--- src/rtl/fifo_rd_packer.sv ---
// Pops words from a first-word-fall-through FIFO and packs RATIO of them into one
// wide beat. The first popped word goes in lane 0. A flush emits a partial beat.
module fifo_rd_packer #(
    parameter int DSIZE = 8,
    parameter int RATIO = 4
) (
    input  logic                     rclk,
    input  logic                     rrst_n,
    input  logic                     rempty,
    input  logic [DSIZE-1:0]         rdata,
    output logic                     rinc,
    input  logic                     flush,
    output logic                     m_valid,
    input  logic                     m_ready,
    output logic [DSIZE*RATIO-1:0]   m_data,
    output logic [RATIO-1:0]         m_keep,
    output logic                     busy
);

    localparam int IW = $clog2(RATIO);
    localparam int AW = DSIZE * (RATIO - 1);
    localparam logic [IW-1:0] LAST = IW'(RATIO - 1);

    logic [AW-1:0]          acc_reg, acc_next;
    logic [IW-1:0]          idx_reg, idx_next;
    logic                   flush_pend_reg, flush_pend_next;
    logic                   m_valid_reg, m_valid_next;
    logic [DSIZE*RATIO-1:0] m_data_reg, m_data_next;
    logic [RATIO-1:0]       m_keep_reg, m_keep_next;

    logic                   out_free;
    logic                   flush_emit;
    logic                   pop;
    logic [DSIZE*RATIO-1:0] flush_data;
    logic [RATIO-1:0]       flush_keep;

    assign out_free   = !m_valid_reg || m_ready;
    assign flush_emit = flush_pend_reg && (idx_reg != '0) && out_free;
    // The last lane can only be popped when the output register can take the beat.
    assign pop        = rrst_n && !rempty && !flush_emit && ((idx_reg != LAST) || out_free);

    generate
        for (genvar gi = 0; gi < RATIO; gi++) begin : g_lane
            assign flush_keep[gi] = (IW'(gi) < idx_reg);
            if (gi < RATIO - 1) begin : g_acc
                assign acc_next[gi*DSIZE +: DSIZE] =
                    (pop && (idx_reg == IW'(gi))) ? rdata : acc_reg[gi*DSIZE +: DSIZE];
                assign flush_data[gi*DSIZE +: DSIZE] =
                    flush_keep[gi] ? acc_reg[gi*DSIZE +: DSIZE] : '0;
            end else begin : g_top
                assign flush_data[gi*DSIZE +: DSIZE] = '0;
            end
        end
    endgenerate

    always_comb begin
        idx_next        = idx_reg;
        flush_pend_next = flush_pend_reg;
        m_valid_next    = m_valid_reg;
        m_data_next     = m_data_reg;
        m_keep_next     = m_keep_reg;

        if (m_valid_reg && m_ready)
            m_valid_next = 1'b0;

        if (flush_pend_reg && ((idx_reg == '0) || flush_emit))
            flush_pend_next = 1'b0;
        if (flush)
            flush_pend_next = 1'b1;

        if (flush_emit) begin
            m_data_next  = flush_data;
            m_keep_next  = flush_keep;
            m_valid_next = 1'b1;
            idx_next     = '0;
        end else if (pop) begin
            if (idx_reg == LAST) begin
                m_data_next  = {rdata, acc_reg};
                m_keep_next  = '1;
                m_valid_next = 1'b1;
                idx_next     = '0;
            end else begin
                idx_next = idx_reg + 1'b1;
            end
        end
    end

    always_ff @(posedge rclk or negedge rrst_n) begin
        if (!rrst_n) begin
            acc_reg        <= '0;
            idx_reg        <= '0;
            flush_pend_reg <= 1'b0;
            m_valid_reg    <= 1'b0;
            m_data_reg     <= '0;
            m_keep_reg     <= '0;
        end else begin
            acc_reg        <= acc_next;
            idx_reg        <= idx_next;
            flush_pend_reg <= flush_pend_next;
            m_valid_reg    <= m_valid_next;
            m_data_reg     <= m_data_next;
            m_keep_reg     <= m_keep_next;
        end
    end

    assign rinc    = pop;
    assign m_valid = m_valid_reg;
    assign m_data  = m_data_reg;
    assign m_keep  = m_keep_reg;
    assign busy    = (idx_reg != '0) || m_valid_reg || flush_pend_reg;

endmodule

--- config.mk ---
export PLATFORM = sky130hd
export DESIGN_NAME = fifo_rd_packer
export DESIGN_NICKNAME = d
export VERILOG_FILES = /design/src/rtl/fifo_rd_packer.sv
export SDC_FILE = /design/constraint.sdc
export NUM_CORES = 1
export LEC_CHECK = 0
export ABC_CLOCK_PERIOD_IN_PS = 2500
export CELL_PAD_IN_SITES_DETAIL_PLACEMENT = 0
export CELL_PAD_IN_SITES_GLOBAL_PLACEMENT = 1
export CORE_MARGIN = 2
export CORE_UTILIZATION = 40
export CTS_CLUSTER_SIZE = 24
export DETAILED_ROUTE_END_ITERATION = 10
export PLACE_DENSITY = 0.8
export SLEW_MARGIN = 20
export SYNTH_ARGS = -nofsm -noshare
export SYNTH_HDL_FRONTEND = slang
export SYNTH_SLANG_ARGS = --single-unit
--- constraint.sdc ---
create_clock -name rclk -period 2.5 [get_ports rclk]
set_input_delay 0.625 -clock rclk [delete_from_list [all_inputs] [get_ports rclk]]
set_output_delay 0.625 -clock rclk [all_outputs]
set_load 0.01 [all_outputs]
Word level (Yosys, flattened, before mapping) --
Cells that the tools add are included.
Storage, ports and cells: flip-flop bits (word level) 64, input port bits 13, output and inout port bits 39
Operators by class: $add $sub $neg 1, order comparisons 4, eq/ne operators 4, mux-type cells 18, reductions and logical operators 24
Operator list (number):
- $mux 32 | 3
- $mux 8 | 3
- $mux 4 | 3
- $logic_and 1x1->1 | 10
- $reduce_bool 2->1 | 4
- $mux 1 | 6
- $mux 2 | 3
- $logic_or 1x1->1 | 5
- $eq 2x2->1 const B | 2
- $lt 1x2->1 const A | 2
- $lt 2x2->1 const A | 2
- $logic_not 1->1 | 3
- $add 2x1->2 const B | 1
- $eq 2x1->1 const B | 1
- $logic_not 2->1 | 1
- $ne 2x2->1 const B | 1
- $reduce_and 2->1 | 1

Depth between registers and ports, before layout --
Gate-level depths: netlist of the first run.
depth in word-level cells 8, mapped depth 7, mapped depth without buffers 5

Worst setup path after synthesis of the first run --
OpenSTA, ideal clock, no wires.
kind input-to-output, start input m_ready, end output rinc, data arrival time 1.458 ns, required time 1.875 ns, path slack 0.417 ns, stages 4, path through and2b_4 buf_2 nor2_1 nor3_1
Between the ends: cells in the longest elaborated chain, start to end 5, elaborated cells between the ends (all ways) 6, those cells by class 6 x reduce/logical
RTL lines:
- from (decl) | line 14 | input logic m_ready,
- $logic_or 1x1->1 * | line 37 | assign out_free = !m_valid_reg || m_ready;
- $logic_and 1x1->1 | line 38 | assign flush_emit = flush_pend_reg && (idx_reg != '0) && out_free;
- $logic_not 1->1 | line 40 | assign pop = rrst_n && !rempty && !flush_emit && ((idx_reg != LAST) || out_free);
- $logic_and 1x1->1 | line 40
- $logic_and 1x1->1 * | line 40
- to (decl) | line 11 | output logic rinc,
Every way passes the cells marked *; elsewhere a longest branch is shown, timed or not.

Final worst setup path of the first run --
Ends and elaborated chain as after synthesis.

==> metrics, run 1 <==
Clock Pin Slew Worst Setup and Hold Paths 0.07 ns; clk sink count 64; PnR worst setup slack roughly 0.055 ns; post-DP HPWL 4.19 mm; Final Hold Vio Count 0; Core Box Area 0.00672 mm^2; top cells by area, synth dfrtp_1, mux2_4, a32o_1; Max Freq 409 MHz; Peak VDD IR 0.361 mV; synth unique cells 30; number of hold buffers added after CTS 0; GRT Total Usage 0.175; top-count cell post-synth dfrtp_1; async set-reset flop share out of synthesis 1.00; Worst Hold Class in2async; CTS tree done; # fillers 586; CP Capture Type primary output; startpoint types input port; Longest Clk Path Bufs 2; worst skew pair latency 0.35 ns; Synth area leader dfrtp_1; IO Pins 52; antenna viol nets, final 0; cell count after synthesis 189; H-tree depth 3; sequential cell area fraction in the yosys report 0.585; Setup Slack @ Placement -0.245 ns; layout cells sized above 1 0.265; status finished, final reports clean; total CTS buffers 9; number of placement rows 30; Relative slew margins 0.589; Final Max Slew Viols 0; Total Routed Length 6.18 mm; worst slew pin tran 0.617 ns; Final Wtd Congestion 0.849; Yosys warnings 0; Clock Root Buffer clkbuf_8; Setup TNS 0 ns; final worst-path cycle share 0.978; Crit Path Class in2out; via count around 1900; Die X 86.7 um; 1st-iter DRT viols 60; first-pass GRT wire length about 9.7 mm; iteration count of the initial detailed-routing pass 4; vias in the first global route between 1500 and 2000; top_reg_cell synth dfrtp_1; Power Density 1150 mW/mm^2; die area 0.00752 mm^2; Crit. Startpoint m_ready; crit path DAT roughly 1.8 ns; Clock Skew between 0.008 and 0.009 ns; final critical-path required period 2.44 ns; # setup viols final 0; Max-Cap Viols 0; Die Ht 86.7 um; RSZ-0062 raised after global routing false; initial core utilization 0.407; number of flip-flops under the largest register name 32; LEAKAGE 1.62 nW; number of synthesized flops with an enable pin 0; Post-synth top cells dfrtp_1, mux2_4, a32o_1; FF+latch count, synth 64; drt drc 0; nets approximately 280; pin count of the biggest net entering global routing 34; Area Overhead vs Synth 32.4%; Yosys top cell area share 0.585; syn nets between 200 and 250; global route overflow 0; area of the mapped netlist 0.00274 mm^2; Vias/cell 5.46; Critical Path RT 1.88 ns; CP max FO 4; antenna fix cells 0; post-DR wirelength/cell 18.0 um; RR Startpoint idx_reg[0]; I/O Buffers 51; initial antenna violation count 0; Mean Syn Cell Area 14.5 um^2
cell type report:
| cell class | instances | area [um^2] | area share |
|---|---|---|---|
| Timing Repair Buffer | 69 | 651 | 0.180 |
| Tap cell | 80 | 100 | 0.0276 |
| Clock inverter | 7 | 62.6 | 0.0173 |
| Clock buffer | 9 | 124 | 0.0342 |
| Multi-Input combinational cell | 113 | 1070 | 0.297 |
| Inverter | 2 | 7.51 | 0.00207 |
| Sequential cell | 64 | 1600 | 0.443 |
per-stage QoR:
step | area, um^2 | hold WS [ns] | std cells | power, W | utilization
after floorplan | 2740 | 0.329 | 189 | 0.00259 | -
after global placement | 3420 | 0.448 | 327 | 0.00325 | 0.509
after global routing | 3620 | 0.415 | 344 | 0.00440 | 0.539
final | 3620 | 0.390 | 344 | 0.00415 | 0.539
after CTS | 3600 | 0.387 | 343 | 0.00416 | 0.536
after detailed placement | 3420 | 0.455 | 327 | 0.00330 | 0.509
cells in the final DEF (no fill, tap or decap), types with 2 or more instances in the layout:
cell type | netlist | routed
a32o_1 | 16 | 16
mux2_4 | 17 | 17
o21ai_0 | 12 | 12
nand3_1 | 12 | 12
mux2_2 | 5 | 5
o2111ai_4 | 2 | 2
ha_1 | 5 | 4
and3b_1 | 2 | 2
a21oi_1 | 13 | 13
dfrtp_1 | 64 | 62
nor2_1 | 2 | 2
dfrtp_2 | 0 | 2
clkdlybuf4s50_1 | 0 | 48
buf_4 | 0 | 17
clkinv_2 | 0 | 5
dlygate4sd2_1 | 0 | 2
clkbuf_8 | 0 | 9
nand2b_1 | 3 | 3
mux2_1 | 11 | 11
layer usage:
metal / vias to the layer above / track usage / part of all wire
li1: 846 / - / -
met5: - / 0 / 0
met3: 6 / 0.0648 / 0.057
met2: 63 / 0.269 / 0.46
met1: 964 / 0.234 / 0.47
met4: 0 / 0.0469 / 0.0096
kinds of logic (layout without fill, tap and decap cells):
family | Yosys count | in the layout | synth area share
adder cells (fa/ha/maj) | 5 | 5 | 0.0229
AO/OA/AOI/OAI | 45 | 45 | 0.132
multiplexers | 34 | 34 | 0.164
flip-flops | 64 | 64 | 0.585
AND/OR/NAND/NOR | 29 | 29 | 0.0691
buffers and inverters | 12 | 87 | 0.0265
report_power, final:
part           total, W  internal (W)  switching [W]
Clock          0.000842      0.000450       0.000392
Sequential      0.00172       0.00146       0.000259
Combinational   0.00160      0.000951       0.000644
Total           0.00415       0.00286        0.00130
path summary, 6_finish.rpt:
path                               to  slack, ns  cells past startpoint
setup / recovery                 rinc       0.06                      5
hold / removal                m_valid       0.39                      2
setup reg to reg            m_data[1]       0.60                      4
hold reg to reg             m_keep[0]       0.46                      1
max in group asynchronous  idx_reg[1]       1.79                      2
min in group rclk           m_keep[0]       0.46                      1
worst max-delay path, cell delays in order:
cell             delay (ns)
clkdlybuf4s50_1        0.44
and2b_4                0.26
nor2_1                 0.05
nor3_1                 0.17
dlygate4sd2_1          0.28
timing repair:
action	CTS	global route
cloned	0	0
pin swaps	0	1
hold endpoints to repair	0	0
buffers inserted	0	1
endpoints found under the setup margin	2	1
gates resized for setup	5	2
Note: power is estimated with default switching activity, not from simulation.
==> inputs of run 2 (changes only) <==
Settings changed: CORE_UTILIZATION 40 to 42, PLACE_DENSITY 0.8 to 0.83, SETUP_SLACK_MARGIN from default to 0.15.
==> run 2 against run 1 <==
- sequential share of layout area decreased by 0.25 points
- first-iteration DRC count increased by 32%
- core utilization increased by 3.7 points
- sequential power about the same
- largest cell class unchanged
- clock power increased by 12%
- critical endpoint unchanged
- combinational power about the same
- cell count decreased by 0.87%
==> metrics, run 2 (synthesis gave the netlist of run 1 again) <==
status finished, final reports clean; 1st-iter DRT viols 79; antenna viol nets, final 0; total CTS buffers 9; post-DR wirelength/cell 17.1 um; CP max FO 5; Setup Slack @ Placement -0.230 ns; RR Startpoint idx_reg[0]; PnR worst setup slack a little under 0.3 ns; Non-Filler Instances 341; Die X 84.7 um; number of placement rows 29; Clock Skew 0.00489 ns; Worst Hold Class reg2reg; Tot Pwr approximately 0.0043 W; final critical-path required period 2.21 ns; cell count after placement 323; design area about 0.0036 mm^2; iteration count of the initial detailed-routing pass 4; Total Routed Length 5.84 mm; hold depth 1; Clock Pin Slew Worst Setup and Hold Paths 0.07 ns; Critical Path RT approximately 1.9 ns; startpoint types flip-flop; commonest non-fill, non-tap cell in the layout dfrtp_1; vias in the first global route 1912; layout cells sized above 1 0.273; Peak VDD IR 0.571 mV; CP Capture Type primary output; Final Wtd Congestion 0.828; Hold Crit Start m_keep[0]; # setup viols final 0; clk sink count 64; Max Freq 453 MHz; R2R Path End m_data[1]; FF-to-FF path depth 7; crit path DAT 1.58 ns; I/O Buffers 51; first-pass GRT wire length a little under 10 mm; Core Box Area 0.00631 mm^2; worst skew pair latency 0.33 ns; IO Pins 52; die area 0.00718 mm^2; Longest Clk Path Bufs 2; via count 1828; RSZ-0062 raised after global routing false; Vias/cell 5.36; CTS tree done; Area Overhead vs Synth 33.0%; nets 278; Crit Path Class reg2out; worst slew pin tran 0.803 ns; Relative slew margins 0.465; LEAKAGE 1.64 nW; Final Hold Vio Count 0; initial antenna violation count 0; pin count of the biggest net entering global routing 65; fin util 0.576; final worst-path cycle share 0.883; global route overflow 0; Clock Root Buffer clkbuf_8; leading cell types in the layout, fill and taps excluded dfrtp_1, clkdlybuf4s50_1, buf_4; reg-to-reg slack, setup 0.59 ns; antenna fix cells 0; GRT Total Usage 0.179; Final Max Slew Viols 0; initial core utilization 0.433; number of flip-flops under the largest register name 32; Power Density 1170 mW/mm^2; drt drc 0; Die Ht 84.7 um; Max-Cap Viols 0; H-tree depth 3; Post-DP Area 0.00341 mm^2; Min-Delay Endpoint m_keep[0]; post-DP HPWL 4.00 mm
## run 2: final cells by class
cell class                 count  area (um^2)
clock inverter                 6         83.8
fill                         521         2680
multi-input combinational    113         1070
timing repair buffer          70          653
clock buffer                   9          124
sequential                    64         1600
inverter                       2         7.51
tap                           77         96.3
## run 2: per-layer routing
metal  global-route usage  up-vias  part of all wire
li1                     -      842                 -
met2                0.263       54              0.46
met1                0.255      923              0.48
met5                    0        -                 0
met4               0.0534        0             0.015
met3               0.0610        9             0.045
## run 2: timing repair
item / in CTS / in global routing
hold buffers: 0 / 0
setup buffers: 3 / 0
gates resized for setup: 8 / 4
pin swaps: 1 / 0
endpoints found under the setup margin: 2 / 2
## run 2: through the flow
stage	hold WS, ns	setup TNS (ns)
6_report	0.465	0
5_1_grt	0.501	0
4_1_cts	0.474	0
3_5_place_dp	0.457	-0.230
3_3_place_gp	0.450	-0.228
2_1_floorplan	0.329	0
## run 2: worst max-delay path, cell delays in order (launching register included)
cell and delay, ns:
dfrtp_1 0.39, buf_4 0.15, ha_2 0.21, and3b_1 0.21, nor3_2 0.14, buf_2 0.14
## run 2: power breakdown
group | internal [W] | switching (W)
Sequential | 0.00145 | 0.000239
Combinational | 0.000958 | 0.000654
Clock | 0.000554 | 0.000391
## run 2: worst max path at each step
stage	startpoint	endpoint	slack, ns	cells after the start
floorplan	m_ready	rinc	0.42	4
global placement	m_ready	rinc	-0.23	5
detailed placement	m_ready	rinc	-0.23	5
CTS	m_ready	rinc	0.17	5
global route	idx_reg[0]	rinc	0.15	7
finish	idx_reg[0]	rinc	0.29	5
